## src/rtl/imem_loader.sv

```systemverilog
// Boot loader for the instruction memory: it assembles a framed byte stream into 32-bit words,
// writes them to memory, verifies an XOR checksum, then releases the core and passes its fetch address through.
module imem_loader #(
    parameter int ADDR_W    = 10,
    parameter int MAX_WORDS = 1024
) (
    input  logic              clk,
    input  logic              rst_n,
    input  logic              load_req,
    input  logic              byte_valid,
    input  logic [7:0]        byte_data,
    output logic              byte_ready,
    input  logic [ADDR_W-1:0] cpu_addr,
    output logic              mem_we,
    output logic [ADDR_W-1:0] mem_addr,
    output logic [31:0]       mem_wd,
    output logic              cpu_run,
    output logic              load_done,
    output logic              load_err
);
    localparam int CW = 11;
    localparam logic [CW-1:0] MAX_N = CW'(MAX_WORDS);

    typedef enum logic [2:0] {
        S_IDLE, S_HDR0, S_HDR1, S_DATA, S_CSUM, S_RUN, S_ERR
    } state_t;

    state_t            state_q, state_d;
    logic [7:0]        cnt_lo_q, cnt_lo_d;
    logic [CW-1:0]     n_q, n_d;
    logic [CW-1:0]     wcnt_q, wcnt_d;
    logic [1:0]        lane_q, lane_d;
    logic [23:0]       wbuf_q, wbuf_d;
    logic [7:0]        csum_q, csum_d;
    logic              mem_we_q, mem_we_d;
    logic [ADDR_W-1:0] wr_addr_q, wr_addr_d;
    logic [31:0]       mem_wd_q, mem_wd_d;
    logic              cpu_run_q, cpu_run_d;
    logic              load_done_q, load_done_d;
    logic              load_err_q, load_err_d;
    logic              xfer;
    logic [CW-1:0]     hdr_n;

    assign byte_ready = (state_q == S_HDR0) || (state_q == S_HDR1) ||
                        (state_q == S_DATA) || (state_q == S_CSUM);
    assign xfer       = byte_valid && byte_ready;
    assign hdr_n      = {byte_data[2:0], cnt_lo_q};

    always_comb begin
        state_d     = state_q;
        cnt_lo_d    = cnt_lo_q;
        n_d         = n_q;
        wcnt_d      = wcnt_q;
        lane_d      = lane_q;
        wbuf_d      = wbuf_q;
        csum_d      = csum_q;
        mem_we_d    = 1'b0;
        wr_addr_d   = wr_addr_q;
        mem_wd_d    = mem_wd_q;
        cpu_run_d   = cpu_run_q;
        load_done_d = 1'b0;
        load_err_d  = load_err_q;

        // A new load request wins over any byte presented on the same edge.
        if (load_req) begin
            state_d    = S_HDR0;
            cpu_run_d  = 1'b0;
            load_err_d = 1'b0;
            lane_d     = 2'd0;
            wcnt_d     = '0;
            csum_d     = 8'h00;
        end else if (xfer) begin
            case (state_q)
                S_HDR0: begin
                    cnt_lo_d = byte_data;
                    state_d  = S_HDR1;
                end
                S_HDR1: begin
                    n_d    = hdr_n;
                    wcnt_d = '0;
                    lane_d = 2'd0;
                    csum_d = 8'h00;
                    if (hdr_n > MAX_N) begin
                        state_d    = S_ERR;
                        load_err_d = 1'b1;
                    end else if (hdr_n == '0) begin
                        state_d = S_CSUM;
                    end else begin
                        state_d = S_DATA;
                    end
                end
                S_DATA: begin
                    csum_d = csum_q ^ byte_data;
                    lane_d = lane_q + 2'd1;
                    case (lane_q)
                        2'd0: wbuf_d[7:0]   = byte_data;
                        2'd1: wbuf_d[15:8]  = byte_data;
                        2'd2: wbuf_d[23:16] = byte_data;
                        default: begin
                            mem_we_d  = 1'b1;
                            wr_addr_d = wcnt_q[ADDR_W-1:0];
                            mem_wd_d  = {byte_data, wbuf_q};
                            wcnt_d    = wcnt_q + 1'b1;
                            if (wcnt_q == n_q - 1'b1) state_d = S_CSUM;
                        end
                    endcase
                end
                S_CSUM: begin
                    if (byte_data == csum_q) begin
                        state_d     = S_RUN;
                        load_done_d = 1'b1;
                        cpu_run_d   = 1'b1;
                    end else begin
                        state_d    = S_ERR;
                        load_err_d = 1'b1;
                    end
                end
                default: ;
            endcase
        end
    end

    always_ff @(posedge clk or negedge rst_n) begin
        if (!rst_n) begin
            state_q     <= S_IDLE;
            cnt_lo_q    <= 8'h00;
            n_q         <= '0;
            wcnt_q      <= '0;
            lane_q      <= 2'd0;
            wbuf_q      <= 24'h0;
            csum_q      <= 8'h00;
            mem_we_q    <= 1'b0;
            wr_addr_q   <= '0;
            mem_wd_q    <= 32'h0;
            cpu_run_q   <= 1'b0;
            load_done_q <= 1'b0;
            load_err_q  <= 1'b0;
        end else begin
            state_q     <= state_d;
            cnt_lo_q    <= cnt_lo_d;
            n_q         <= n_d;
            wcnt_q      <= wcnt_d;
            lane_q      <= lane_d;
            wbuf_q      <= wbuf_d;
            csum_q      <= csum_d;
            mem_we_q    <= mem_we_d;
            wr_addr_q   <= wr_addr_d;
            mem_wd_q    <= mem_wd_d;
            cpu_run_q   <= cpu_run_d;
            load_done_q <= load_done_d;
            load_err_q  <= load_err_d;
        end
    end

    // In RUN the core's fetch address bypasses the write-address register.
    assign mem_addr  = (state_q == S_RUN) ? cpu_addr : wr_addr_q;
    assign mem_we    = mem_we_q;
    assign mem_wd    = mem_wd_q;
    assign cpu_run   = cpu_run_q;
    assign load_done = load_done_q;
    assign load_err  = load_err_q;

endmodule

```

## config.mk

```make
export PLATFORM = sky130hd
export DESIGN_NAME = imem_loader
export DESIGN_NICKNAME = d
export VERILOG_FILES = /design/src/rtl/imem_loader.sv
export SDC_FILE = /design/constraint.sdc
export NUM_CORES = 1
export LEC_CHECK = 0
export ABC_AREA = 1
export CORE_UTILIZATION = 35
export CTS_CLUSTER_SIZE = 28
export DETAILED_ROUTE_END_ITERATION = 16
export PLACE_DENSITY = 0.51
export REMOVE_ABC_BUFFERS = 1
export SLEW_MARGIN = 20
export SYNTH_ARGS = -nofsm -noshare
export SYNTH_HDL_FRONTEND = slang
export SYNTH_SLANG_ARGS = --single-unit
```

## constraint.sdc

```tcl
create_clock -name clk -period 2.25 [get_ports clk]
set_clock_uncertainty 0.1 [all_clocks]
set_input_delay 0.225 -clock clk [delete_from_list [all_inputs] [get_ports clk]]
set_output_delay 0.225 -clock clk [all_outputs]
set_load 0.02 [all_outputs]
```

# == Word-level counts from Yosys, hierarchy flattened ==
# Cells that the tools add are included.
# word_totals
ff_bits,113
wordCells,95
# classes
add_sub_neg,3
magnitude_cmp,1
n_eq_ne,13
muxes,36
n_bitwise,3
n_reduce_logical,24
# op_table
cell,n
two-way mux 11 bit,3
AND reduction 4 bit,6
case mux 11 bit (2 select lines),1
two-way mux 3 bit,6
two-way mux 1 bit,16
two-way mux 8 bit,2
case mux 8 bit (2 select lines),1
case mux 3 bit (4 select lines),1
AND reduction 3 bit,4
"adder 11 x 1 -> 11 bit, second input constant",1
== test 11 bit,1
"> comparator 11 bit, second input constant",1
logical NOT 11 bit,1
"subtractor 11 x 1 -> 11 bit, second input constant",1
two-way mux 10 bit,1
== test 8 bit,1
XOR 8 bit,1
"== test 3 x 2 -> 1 bit, second input constant",2
"== test 3 bit, second input constant",2
two-way mux 2 bit,3
"inequality test 3 x 2 -> 1 bit, second input constant",2
"inequality test 3 bit, second input constant",2
nonzero test 2 bit,3
nonzero test 3 bit,2
other kinds (13),16

# == Depth between registers and ports, before layout ==
# depth
word_depth,7
mapped_depth,14
ltp_nobuf,13

# == Least setup slack after synthesis ==
# No wires, ideal clock.
# synth_timing
path_type,reg2reg
start,register n_q[0]
end,register state_q[0]
setup_ns,0.117
arrival_time_ns,1.616
required_time_ns,2.033
setup_slack_ns,0.417
path_stages_with_launch,14
path_buffers,1
path_cell_list,dfrtp_1 > inv_1 > ha_1 > buf_2 > nand2_2 > nor2_1 > xor2_1 > nand2_1 > nor2_1 > nand3_1 > nand2_2 > nand2_1 > nand2_1 > nand2_1
# synth_between
elab_chain_cells,4
# synth_lines
element,line_no,source
"start, declared",30,"logic [CW-1:0] n_q, n_d;"
"start signal, assigned",141,n_q <= n_d;
subtractor 11 x 1 -> 11 bit,104,if (wcnt_q == n_q - 1'b1) state_d = S_CSUM;
== test 11 bit,104,
inequality test 3 x 2 -> 1 bit (no source line),n/a,
AND reduction 4 bit (no source line),n/a,
"end signal, assigned",139,state_q <= state_d;
"end, declared",28,"state_t state_q, state_d;"
# No other way between the ends.
# A chain may end at the register's enable or synchronous reset.

# == Worst setup path after layout ==
# layout_timing
start,register state_q[0]
end,output mem_addr[1]
# layout_between
elab_chain_cells,2
# layout_lines
element,line_no,source
== test 3 bit,156,assign mem_addr = (state_q == S_RUN) ? cpu_addr : wr_addr_q;
two-way mux 10 bit,156,
"end, declared",15,"output logic [ADDR_W-1:0] mem_addr,"
# No other way between the ends.

==> results.md <==
- Cell variety after synth: 37
- Drt initial violations: around 190
- CP Launch Type: flip-flop
- RSZ-0062 raised after global routing: no
- Worst Tran Pin Value: between 500 and 600 ps
- #FFs+latches synth: between 100 and 150
- Sequential fraction of the synthesis area: a little over half
- WHS: 237 ps
- CP required: between 1500 and 2000 ps
- Post-Syn Area per Cell: approximately 8.7 sq um
- I/O pin count: ~70
- H-tree depth: 4
- Vias in the first global route: roughly 4300
- Tightest Hold Check Type: in2async
- PD cells: between 1000 and 1500 mW/mm^2
- Congestion Overflow GR: 0
- Fin crit period: about 2100 ps
- Clock power frac: around a third
- Sequential Power Share: between 30 and 40%
- DRC viols: 0
- Inst Count DP: roughly 860
- Mapped Area: roughly 0.0053 sq mm
- DR vias: about 4200
- Deepest clock path buffer count: 2
- Crit path max fanout: 11
- CTS Buf Count: 17
- Pint: ~5600 uW
- Final Instance Area: 0.00687 sq mm
- First-pass GRT wire length: between 20000 and 25000 um
- Final count of pins violating max slew: 0
- Final Hold Fails: 0
- Sequential Area: 0.00283 sq mm
- Area of the multi-input gates: ~0.0022 sq mm
- Total global-route track usage: approximately 17%
- Critical Path AT: 1810 ps
- Max-cap violations: 0
- Vias per inst: roughly 4.7
- Area growth from synthesis to layout: 29.2%
- Kind of end point of the critical path: output port
- Leak Pwr: ~0.0033 uW
- Initial antenna violation count: 0
- Non-filler cells, final: roughly 890
- Final net count: ~720
- Combinational power share: approximately 33%
- Setup TNS: 0 ps
- Antenna diodes: 0
- Post-route ant nets: 0
- Core area: 0.0147 sq mm
- Clock tree sinks: 113
- Max_slew headroom: between 60% and 70%
- Max Fclk: 0.468 GHz
- WL final: 12400 um
- Reg clk slew, reported paths: roughly 50 ps
- Buffers on Ports: 68
- CP Class: reg2out
- Die X: between 100 and 150 um
- Worst vdd ir: 0.532 mV
- DIE AREA: about 0.016 sq mm
- CTS root buf: clkbuf_16
- Avg WL per Cell: 13.9 um
- Area after DPL: slightly above 0.006 sq mm
- Yosys warnings: 0
- Switching share of power: about a third
- Row count: 44
- Largest net degree at the start of global routing: 41
- P_sw: 2960 uW
- Final setup vio count: 0
- HPWL Detailed: roughly 8700 um
- Period Utilization, post-route: between 90 and 100%
- Fillcell total: 1439
- Initial DRT Pass Iterations: 11
- Cells after Synth: roughly 600
- Share of layout cells above drive strength 1: a little under an eighth
- CTS tree: built
- Status: complete, no violations
- Starting Density: approximately 36%
- Die height: 125 um
- Worst-Skew Late Latency: between 400 and 500 ps
- GP Congestion: about 0.8
==> power groups by stage <==
stage / sequential (uW) / clock, uW / combinational, uW
after global routing: 2940 / 2970 / 3270
after detailed placement: 2910 / 0 / 2850
after floorplan: 3040 / 0 / 1710
final: 2870 / 2820 / 2860
after CTS: 2880 / 2870 / 2860
after global placement: 2890 / 0 / 2820
==> sequential cells by signal, indices dropped and copies added, names as in the netlist <==
name and count:
load_err 1, load_done 1, lane_q 2, wr_addr_q 10
cnt_lo_q 8, wcnt_q 11, cpu_run 1, n_q 11
mem_wd 32, csum_q 8, mem_we 1, wbuf_q 24
state_q 3
==> cell usage after synthesis <==
cell	n	area, sq um
o21ai_1	29	145
a211oi_1	1	7.51
o22ai_1	2	12.5
nor2_4	4	45.0
nor3_2	1	10.0
nand4_1	5	31.3
o21ai_0	42	210
o21a_1	1	7.51
nand3b_1	1	7.51
nand3_2	1	10.0
ha_1	6	75.1
nor3_1	11	55.1
nand2_2	5	31.3
dfrtp_1	113	2830
inv_2	4	15.0
and2_1	1	6.26
nor4_1	1	6.26
mux2_2	9	101
o41ai_1	2	17.5
nor2_1	27	101
nand3_1	25	125
buf_4	1	7.51
nand2_1	204	766
nand3_4	3	52.6
buf_2	10	50.1
o21bai_1	1	7.51
clkbuf_1	1	3.75
o31ai_1	4	30.0
o21ai_4	1	16.3
buf_6	6	67.6
inv_1	51	191
nand2_4	1	11.3
xnor2_1	9	78.8
nor2_2	5	31.3
nor3b_1	3	22.5
a21oi_1	8	40.0
xor2_1	10	87.6
==> stage by stage <==
step	total power (uW)	setup slack (ps)	util (%)
final	8550	112	46.7
after global routing	9180	5.48	46.7
after detailed placement	5760	159	42.3
after global placement	5710	220	42.3
after CTS	8610	17.6	46.6
after floorplan	4750	70.8	-
==> worst paths after layout <==
kind / start / endpoint / slack (ps) / cells after the start
max: state_q[0] / mem_addr[1] / 110 / 6
min: rst_n / mem_wd[6] / 240 / 2
max reg2reg: n_q[0] / state_q[2] / 260 / 12
min reg2reg: mem_wd[8] / mem_wd[8] / 370 / 2
max in group asynchronous: rst_n / mem_wd[24] / 1120 / 3
min in group clk: mem_wd[8] / mem_wd[8] / 370 / 2
==> cell usage in the layout, fill, tap and decap left out, types with 8 or more instances in the layout <==
master,n
xnor2_1,9
clkdlybuf4s50_1,56
clkbuf_16,17
xor2_1,10
nand2_1,204
o21ai_1,29
inv_1,51
nor3_1,11
dfrtp_1,112
buf_4,13
a21oi_1,8
clkdlybuf4s15_1,8
mux2_2,9
nand3_1,25
o21ai_0,42
nor2_1,27
==> worst max-delay path, cell delays in order (launching register included) <==
cell and delay, ps:
dfrtp_2 440, nand2_1 70, inv_1 50, nand2_1 70, buf_6 150, mux2_2 340, clkdlybuf4s15_1 280
==> repair_timing <==
item	4_1_cts	5_1_grt
cloned	0	0
resized for setup	12	12
hold endpoints to repair	35	0
setup buffers	1	1
setup endpoints to repair	11	12
hold buffers	1	0
==> cell type report <==
type | instances | share of cell area, %
clock buffers | 23 | 7.25
repair buffers | 84 | 12.0
clock inverters | 9 | 1.86
well taps | 184 | 3.35
flip-flops and latches | 113 | 41.2
multi-input cells | 423 | 31.3
inverters | 55 | 3.01
==> cell families (layout without fill, tap and decap cells) <==
kind of cell    count (synthesis)  count (layout)  share of synthesized area (%)
xor+xnor                       19              19                           3.13
simple gates                  298             298                           24.7
mux                             9               9                           1.91
flops                         113             113                           53.2
compound gates                 91              91                           9.30
fa+ha+maj                       6               6                           1.41
buf+inv                        73             171                           6.31
==> routing by layer <==
layer  GRT usage [%]  vias to the layer above  wire length [um]
li1                -                     2125                 -
met1            21.9                     2010              5790
met5               0                        -                 0
met2            28.6                       78              5960
met4            5.02                        0               155
met3            5.09                       11               450
Note: power is estimated with default switching activity, not from simulation.
==> patch (same flow settings) <==
`ADDR_W`: 10 -> 11.
--- a/src/rtl/imem_loader.sv
+++ b/src/rtl/imem_loader.sv
@@ -1,7 +1,7 @@
 // Boot loader for the instruction memory: it assembles a framed byte stream into 32-bit words,
 // writes them to memory, verifies an XOR checksum, then releases the core and passes its fetch address through.
 module imem_loader #(
-    parameter int ADDR_W    = 10,
+    parameter int ADDR_W    = 11,
     parameter int MAX_WORDS = 1024
 ) (
     input  logic              clk,
Interface: changed (resized cpu_addr and mem_addr); port bits go from 69 to 71. No check against the original RTL was run, so the function may have changed too.
==> patch against the original RTL <==
The flow now finishes with violations (DRC). Via count rose by 0.62%. Setup slack improved by 0.0068 ns. Highest routed layer unchanged. Power fell by 0.93%. Count of clock-buffer cells in the layout fell by 3. Non-clock buffer count rose by 2. Synthesized area rose by 1.9%. Routed wire length fell by 0.17%. Fmax rose by 0.32%. Final area rose by 1.3%. Critical path type unchanged. First-iteration DRC count rose by 1.1%. Sequential cell count rose by 1. Critical endpoint is now byte_ready. Register-to-register slack barely moved.
==> patch: results (changes against the original RTL) <==
htreeDepth: 4  # unchanged
antenna_cells: 0  # unchanged
crit_arrival_ns: 1.81  # about the same
grt_pass1_vias: 4177  # -2.6%
dr_wl_met3_um: 351  # -22%
drt-vias-per-instance: 4.64  # -2.0%
top_layer_used: "met4"
reg2reg_from: "n_q[0]$_DFFE_PN0P_"
pre_cts_slack_ns: 0.186  # +0.0261 ns
drc: 2  # +2
synth.top_cell.area_share_pct: 52.7  # -0.51 points
internal_power_w: 0.00554  # -0.81%
gp_congestion: 0.801  # -1.2%
critPathLaunch: "state_q[0]$_DFFE_PN0P_"
portBuffers: 70  # +2.9%
clock_tree.root_cell: "clkbuf_16"
cts_buffers: 17  # unchanged
synth.distinct_cells: 41  # +11%
largest_reg_flops: 32  # unchanged
worst-path-max-fanout: 6  # -5
async_flop_share_pct: 100  # unchanged
drv_cap: 0  # unchanged
ir_worst_vdd_mv: 0.472  # -11%
clkTransAtPathRegs_ns: 0.05  # about the same
nets: 745  # +3.2%
hp-class: "input pin to async pin"
violations: "DRC"
setup-tns-final_ns: 0  # unchanged
dp_hpwl_um: 8950  # +2.7%
p_leak_nw: 3.38  # +3.2%
yosys_warnings: 0  # unchanged
ys_top_cells_by_area: "dfrtp_1 53%, nand2_1 15%, inv_1 4.0%, o21ai_0 3.7%, o21ai_1 2.8%"
drt_iter0_drc: 189  # +1.1%
tightest_slew_ns: 0.582  # +0.0497 ns
track_usage_pct: 16.9  # -0.44 points
synthFlopType: "dfrtp_1"
grt_antenna_before_repair: 0  # unchanged
clk_latency_ns: 0.41  # about the same
wl_per_cell_um: 13.5  # -2.8%
status: "complete, but fails checks"
drt-met1-wl_um: 6020  # +3.8%
grt_max_degree: 42  # +2.4%
drive_gt1_share_pct: 14.2  # +2.3 points
dr.pass1.iters: 12  # +1
seq_area_frac_synth_pct: 52.7  # -0.51 points
synthTopCellsByCount: "216 x nand2_1, 114 x dfrtp_1, 57 x inv_1"
grt_pass1_wl_um: 20700  # -2.4%
wl_met2_um: 5780  # -3.0%
clk_path_buf_depth: 2  # unchanged
[patch: repair_timing]
item,in CTS,in global routing
setup endpoints to repair,12,13
buffers inserted,1,0
endpoints found under the hold margin,36,0
pin swaps,0,0
gates resized for setup,12,23
hold buffers,1,0
[patch: cell families after synthesis]
logic type	count (synthesis)	synth area share, %
AND/OR/NAND/NOR	314	26.0
adder cells (fa/ha/maj)	6	1.39
flip-flops	114	52.7
multiplexers	10	2.08
XOR/XNOR	14	2.27
buffers and inverters	81	6.71
AO/OA/AOI/OAI	89	8.81
[patch: final cells by class]
class	count	area (um2)
clock buffers	20	457
clock inverters	10	159
fillers	1469	8190
inverters	64	243
multi-input cells	433	2200
flip-flops and latches	114	2850
well taps	188	235
repair buffers	86	806
[patch: stage by stage]
step	power [W]	cell area (um2)	std cells	hold WS (ns)
after floorplan	0.00471	5290	611	-0.171
after global placement	0.00568	6370	883	0.160
after detailed placement	0.00572	6370	883	0.175
after CTS	0.00855	6990	915	0.281
after global routing	0.00904	6960	915	0.309
final	0.00847	6960	915	0.262
[patch: layer usage]
metal	GRT usage (%)	vias to the layer above
met5	0	-
met4	7.23	0
met3	3.96	16
met2	27.2	66
met1	21.7	1994
li1	-	2174
[patch: power groups by stage]
stage / clock network [W] / logic, W / registers [W]
detailed placement: 0 / 0.00280 / 0.00291
global route: 0.00295 / 0.00315 / 0.00294
global placement: 0 / 0.00278 / 0.00290
floorplan: 0 / 0.00168 / 0.00303
CTS: 0.00287 / 0.00280 / 0.00288
finish: 0.00281 / 0.00278 / 0.00287
[patch: worst max-delay path, cell delays in order (launching register included)]
cell and delay [ns]:
dfrtp_2 0.44, inv_2 0.12, nand3_2 0.14, and2_4 0.20, inv_2 0.13, dlygate4sd2_1 0.36
[patch: path summary, 6_finish.rpt]
kind / slack (ns) / cells after the start / to
max reg2reg: 0.26 / 13 / state_q[2]$_DFFE_PN0P_
max: 0.12 / 5 / byte_ready
min in group clk: 0.37 / 2 / mem_wd[4]$_DFFE_PN0P_
min: 0.26 / 2 / n_q[3]$_DFFE_PN0P_
max in group asynchronous: 1.14 / 3 / wbuf_q[9]$_DFFE_PN0P_
min reg2reg: 0.37 / 2 / mem_wd[4]$_DFFE_PN0P_
